**src/rtl/ad5541_spi_stream.sv**
```systemverilog
// Streaming AD5541-class DAC writer: sample FIFO in, fixed-rate SPI frames out (sclk/mosi/cs).
// Optional macro AD5541_UNDERRUN_MIDSCALE_EN: an underrun sends midscale instead of repeating the last word.
module ad5541_spi_stream #(
  parameter int DATA_W        = 16,
  parameter int SCLK_HALF     = 1,
  parameter int CS_SETUP      = 1,
  parameter int SAMPLE_PERIOD = 200,
  parameter int FIFO_DEPTH    = 16
) (
  input  logic                          clk_10m,
  input  logic                          rst,
  input  logic                          i_enable,
  input  logic [DATA_W-1:0]             i_data,
  input  logic                          i_valid,
  output logic                          o_ready,
  output logic [$clog2(FIFO_DEPTH):0]   o_level,
  output logic                          o_underrun,
  output logic                          o_busy,
  output logic                          sclk,
  output logic                          mosi,
  output logic                          cs
);
  localparam int AW = $clog2(FIFO_DEPTH);
  localparam int LW = AW + 1;
  localparam int TW = $clog2(SAMPLE_PERIOD);
  localparam int PW = $clog2(2 * SCLK_HALF + CS_SETUP + 1);
  localparam int BW = $clog2(DATA_W);
  localparam logic [TW-1:0] TICK_LAST  = TW'(SAMPLE_PERIOD - 1);
  localparam logic [PW-1:0] SETUP_LAST = PW'((CS_SETUP > 0) ? CS_SETUP - 1 : 0);
  localparam logic [PW-1:0] PH_LAST    = PW'(2 * SCLK_HALF - 1);
  localparam logic [PW-1:0] PH_HALF    = PW'(SCLK_HALF);
  localparam logic [BW-1:0] BIT_LAST   = BW'(DATA_W - 1);
  localparam logic [LW-1:0] LEVEL_FULL = LW'(FIFO_DEPTH);

  if (SAMPLE_PERIOD < CS_SETUP + 2 * SCLK_HALF * DATA_W + 3) begin : g_period_check
    $error("ad5541_spi_stream: SAMPLE_PERIOD too short for one frame");
  end

  typedef enum logic [2:0] {S_IDLE, S_LOAD, S_SETUP, S_SHIFT, S_END} state_t;

  state_t              state_q, state_d;
  logic [TW-1:0]       tick_cnt_q;
  logic                tick;
  logic [PW-1:0]       cnt_q, cnt_d;
  logic [BW-1:0]       bit_q, bit_d;
  logic [DATA_W-1:0]   shreg_q, shreg_d;
  logic [DATA_W-1:0]   last_q, last_d;
  logic                underrun_d, busy_d, sclk_d, mosi_d, cs_d;
  logic [DATA_W-1:0]   mem_q [FIFO_DEPTH];
  logic [AW-1:0]       wr_ptr_q, rd_ptr_q;
  logic [LW-1:0]       level_q;
  logic                push, pop;

  // Counter held at 0 while disabled, so the enabling cycle is itself a tick.
  always_ff @(posedge clk_10m) begin
    if (rst || !i_enable)            tick_cnt_q <= '0;
    else if (tick_cnt_q == TICK_LAST) tick_cnt_q <= '0;
    else                             tick_cnt_q <= tick_cnt_q + 1'b1;
  end
  assign tick = i_enable && (tick_cnt_q == '0);

  assign o_ready = (level_q != LEVEL_FULL);
  assign o_level = level_q;
  assign push    = i_valid && o_ready;
  assign pop     = (state_q == S_LOAD) && (level_q != '0);

  always_ff @(posedge clk_10m) begin
    if (rst) begin
      wr_ptr_q <= '0;
      rd_ptr_q <= '0;
      level_q  <= '0;
    end else begin
      if (push) wr_ptr_q <= wr_ptr_q + 1'b1;
      if (pop)  rd_ptr_q <= rd_ptr_q + 1'b1;
      case ({push, pop})
        2'b10:   level_q <= level_q + 1'b1;
        2'b01:   level_q <= level_q - 1'b1;
        default: level_q <= level_q;
      endcase
    end
  end

  always_ff @(posedge clk_10m) begin
    if (push) mem_q[wr_ptr_q] <= i_data;
  end

  always_comb begin
    state_d    = state_q;
    cnt_d      = cnt_q;
    bit_d      = bit_q;
    shreg_d    = shreg_q;
    last_d     = last_q;
    underrun_d = 1'b0;
    unique case (state_q)
      S_IDLE: if (tick) state_d = S_LOAD;
      S_LOAD: begin
        if (level_q != '0) begin
          shreg_d = mem_q[rd_ptr_q];
          last_d  = mem_q[rd_ptr_q];
        end else begin
`ifdef AD5541_UNDERRUN_MIDSCALE_EN
          shreg_d = {1'b1, {(DATA_W-1){1'b0}}};
          last_d  = {1'b1, {(DATA_W-1){1'b0}}};
`else
          shreg_d = last_q;
`endif
          underrun_d = 1'b1;
        end
        cnt_d   = '0;
        bit_d   = '0;
        state_d = (CS_SETUP > 0) ? S_SETUP : S_SHIFT;
      end
      S_SETUP: begin
        if (cnt_q == SETUP_LAST) begin
          cnt_d   = '0;
          state_d = S_SHIFT;
        end else begin
          cnt_d = cnt_q + 1'b1;
        end
      end
      S_SHIFT: begin
        if (cnt_q == PH_LAST) begin
          cnt_d   = '0;
          shreg_d = {shreg_q[DATA_W-2:0], 1'b0};
          if (bit_q == BIT_LAST) state_d = S_END;
          else                   bit_d   = bit_q + 1'b1;
        end else begin
          cnt_d = cnt_q + 1'b1;
        end
      end
      S_END:   state_d = S_IDLE;
      default: state_d = S_IDLE;
    endcase
  end

  // Pins are computed from next-state values so each register shows the new state's level.
  always_comb begin
    sclk_d = !((state_d == S_SHIFT) && (cnt_d < PH_HALF));
    mosi_d = (state_d == S_SHIFT) ? shreg_d[DATA_W-1] : 1'b1;
    cs_d   = !(state_d inside {S_SETUP, S_SHIFT, S_END});
    busy_d = (state_d != S_IDLE);
  end

  always_ff @(posedge clk_10m) begin
    if (rst) begin
      state_q    <= S_IDLE;
      cnt_q      <= '0;
      bit_q      <= '0;
      shreg_q    <= '0;
      last_q     <= '0;
      o_underrun <= 1'b0;
      o_busy     <= 1'b0;
      sclk       <= 1'b1;
      mosi       <= 1'b1;
      cs         <= 1'b1;
    end else begin
      state_q    <= state_d;
      cnt_q      <= cnt_d;
      bit_q      <= bit_d;
      shreg_q    <= shreg_d;
      last_q     <= last_d;
      o_underrun <= underrun_d;
      o_busy     <= busy_d;
      sclk       <= sclk_d;
      mosi       <= mosi_d;
      cs         <= cs_d;
    end
  end
endmodule

```
**config.mk**
```make
export PLATFORM = sky130hd
export DESIGN_NAME = ad5541_spi_stream
export DESIGN_NICKNAME = d
export VERILOG_FILES = /design/src/rtl/ad5541_spi_stream.sv
export SDC_FILE = /design/constraint.sdc
export NUM_CORES = 1
export LEC_CHECK = 0
export CORE_UTILIZATION = 40
export CTS_BUF_LIST = sky130_fd_sc_hd__clkbuf_4
export DETAILED_ROUTE_END_ITERATION = 10
export HOLD_SLACK_MARGIN = 0.03
export PLACE_DENSITY = 0.63
export SYNTH_ARGS = -nofsm -noshare
export SYNTH_HDL_FRONTEND = slang
export SYNTH_SLANG_ARGS = --single-unit
```
**constraint.sdc**
```tcl
create_clock -name clk_10m -period 2.6 [get_ports clk_10m]
set_input_delay 0.39 -clock clk_10m [delete_from_list [all_inputs] [get_ports clk_10m]]
set_output_delay 0.39 -clock clk_10m [all_outputs]
set_load 0.01 [all_outputs]
```
==> results by group <==
Worst setup path
  • Worst setup SP type: flop
  • Nature of the critical path endpoint: flop
  • Setup CP Type: reg -> reg
  • CP required: 3240 ps
  • CP max FO: 4
  • Crit path DAT: 3190 ps

STA
  • Hold Fails Final Rpt: 0
  • Worst hold margin: 152 ps
  • Fin crit period: 2550 ps
  • Measured slew at the worst slew-check pin: 976 ps
  • Final setup vio count: 0
  • Final period utilization: 98.1%
  • Slew Viols, Final: 0
  • RSZ-0062 raised after global routing: true
  • Max_slew headroom: 34.7%
  • Setup Skew: 54.7 ps
  • Highest Clock Rate: 392 MHz

Global route
  • Total track usage: 16.9%
  • Largest net degree at the start of global routing: 61
  • Wire length of the first global-routing pass: 41.8 mm
  • Initial antenna violation count: 2
  • Overflow after GRT: 0
  • Vias in the first global route: 7229

Place
  • Placed wire-length estimate: 16.4 mm
  • Port buffer count: 30
  • Placer Congestion: 0.779

Cells and area
  • Final core occ: 47.9%
  • Area Growth Syn to Fin: 17.9%
  • # nets final: 920
  • Sequential Area: 9120 sq um
  • Ratio of cells with drive above 1 in the final layout: 31.1%
  • Layout fillers: 2753
  • Multi-input gate area: 3600 sq um

Clock network
  • CTS Buffer Depth: 3
  • Clk_lat worst skew: 720 ps
  • Num CTS Buffers: 83
  • H-tree levels: 3
  • CTS Hold Bufs: 0
  • Clk sinks: 327
  • Clk slew on worst S/H paths: 80 ps
  • CTS Root Cell: clkbuf_4
  • CTS tree: done

Logic synthesis
  • Post-Synthesis Cell Area: 12800 sq um
  • Adder-cell share of the synthesized area: 1.62%
  • Synth Register Bits: 327
  • Mapped Cells: 746
  • Dominant synthesized flop cell: edfxtp_1
  • Register area share after synthesis: 71.0%
  • Avg Cell Area, Syn: 17.2 sq um
  • Post-synth EDFFs: 256
  • Syn_nets: 782
  • Syn. warnings: 0
  • Main combinational cell family by area after synthesis: multiplexers
  • Post-synthesis mux area share: 13.9%
  • Synth Area in Compound Gates: 4.84%
  • Post-synth cell types: 53
  • Xor and xnor fraction of the mapped netlist area: 1.16%
  • Ys async rst share: 0%
  • Synth Area in Simple Gates: 5.54%

Floorplanning
  • # rows: 65
  • Core Area: 31600 sq um
  • Die ar.: 32800 sq um
  • Overall die height: 181 um
  • Num ports: 31
  • Starting density of the core: 40.7%
  • Die width: 181 um

Detailed routing
  • Via count: 6975
  • First DRT Iteration DRCs: 354
  • TritonRoute pass-1 iters: 4
  • Drt total wl: 26.6 mm
  • WL/cell: 19.9 um
  • Final ANT Viol Nets: 0
  • Drt drc: 0
  • DR vias/cell: 5.22

Flow run
  • Maxcap violations: 0

Hold path
  • Worst hold path type: in -> reg

Outcome
  • Status: complete, no violations

Power
  • Total Power: 0.0106 W
  • Power Dens Cells: 702 nW/um^2
  • Max IR drop VDD: 0.312 mV
  • Pleak: 4.88 nW
-- stage by stage --
| stage | setup slack [ps] | std cells | setup TNS (ps) | area, sq um |
|---|---|---|---|---|
| finish | 49.3 | 1335 | 0 | 15100 |
| CTS | 3.88 | 1332 | 0 | 15100 |
| detailed placement | -95.8 | 1200 | -95.8 | 14100 |
| global route | -77.5 | 1335 | -77.5 | 15100 |
| global placement | -99.8 | 1200 | -99.8 | 14100 |
| floorplan | -162 | 746 | -162 | 12900 |
-- state kept, by name, summed over array words and instances, names as in the netlist, named ones only --
name / cells
shreg_q: 16
o_underrun: 1
cs: 1
cnt_q: 2
bit_q: 4
wr_ptr_q: 4
o_busy: 1
mem_q: 256
tick_cnt_q: 8
state_q: 3
sclk: 1
rd_ptr_q: 4
o_level: 5
mosi: 1
last_q: 16
-- critical path, stage by stage, from the launching register on --
cell and delay [ps]:
dfxtp_2 340, or4_4 560, o21ai_4 200, inv_4 60
ha_4 180, ha_4 270, nor2b_4 140, o21ai_2 70
and3_1 180, or4_1 390, a21oi_1 130
-- cell usage after synthesis (3+ instances only) --
library cell / number / area (sq um)
edfxtp_1: 256 / 7690
dfxtp_1: 71 / 1420
mux4_2: 64 / 1440
nor2_1: 57 / 214
nand2_1: 36 / 135
mux2i_1: 33 / 330
a21oi_1: 25 / 125
clkbuf_1: 19 / 71.3
inv_1: 16 / 60.1
a211oi_1: 15 / 113
ha_1: 15 / 188
a221oi_1: 14 / 123
o22a_1: 14 / 123
nor3_1: 11 / 55.1
xor2_1: 10 / 87.6
nand3_1: 8 / 40.0
nor2b_1: 7 / 43.8
xnor2_1: 7 / 61.3
buf_2: 6 / 30.0
buf_4: 6 / 45.0
nand2b_1: 6 / 37.5
buf_1: 5 / 18.8
nor4_1: 4 / 25.0
and3_1: 3 / 18.8
nand3b_1: 3 / 22.5
o21ai_0: 3 / 15.0
-- cell families (layout without fill, tap and decap cells) --
logic type                 Yosys count  after routing
and+or+nand+nor                    147            147
AOI/OAI and AO/OA                   86             86
other                                0              2
muxes                               98             98
DFF                                327            327
buffers and inverters               55            240
xor gates and xnor gates            17             17
adders and majority gates           16             16
-- cell type report --
| class | instances | area share, % |
|---|---|---|
| Clock buffer | 120 | 5.95 |
| Multi-Input combinational cell | 364 | 23.8 |
| Tap cell | 402 | 3.32 |
| Inverter | 17 | 0.438 |
| Timing Repair Buffer | 91 | 5.75 |
| Sequential cell | 327 | 60.3 |
| Clock inverter | 12 | 0.430 |
| Antenna cell | 2 | 0.0331 |
-- path summary, 6_finish.rpt --
path                            from                       end  slack (ps)  depth (start not counted)
min reg2reg   last_q[1]$_SDFFE_PP0N_    last_q[1]$_SDFFE_PP0N_         450                          2
max reg2reg  o_level[3]$_SDFFE_PP0P_   o_level[4]$_SDFFE_PP0P_          50                         10
max          o_level[3]$_SDFFE_PP0P_   o_level[4]$_SDFFE_PP0P_          50                         10
min                              rst  wr_ptr_q[3]$_SDFFE_PP0P_         150                          2
-- report_power, final --
part | switching (W) | internal [W] | total [W]
clock network | 0.00195 | 0.00210 | 0.00404
registers | 0.0000681 | 0.00576 | 0.00583
logic | 0.000410 | 0.000330 | 0.000740
-- cell usage in the layout (no fill, tap or decap), drive strengths merged, types with 25 or more instances in the layout --
master | synthesis | routed
edfxtp | 256 | 256
dfxtp | 71 | 71
mux4 | 64 | 64
nor2 | 57 | 57
clkbuf | 19 | 120
mux2i | 33 | 33
a21oi | 25 | 25
buf | 19 | 62
clkdlybuf4s50 | 0 | 29
nand2 | 38 | 38
-- layer usage --
layer / share of wire (%) / wire length, um / global-route usage [%] / vias up
li1: - / - / - / 3268
met5: 0 / 0 / 0 / -
met3: 4.6 / 1230 / 4.27 / 50
met4: 1.8 / 470 / 5.56 / 0
met2: 49 / 13000 / 27.0 / 168
met1: 45 / 11900 / 22.7 / 3489
-- timing repair --
action / in CTS / in global routing
setup buffers: 0 / 1
setup endpoints to repair: 1 / 1
cloned: 0 / 0
gates resized for setup: 1 / 8
pin swaps: 1 / 4
(Power assumes the default switching activity.)
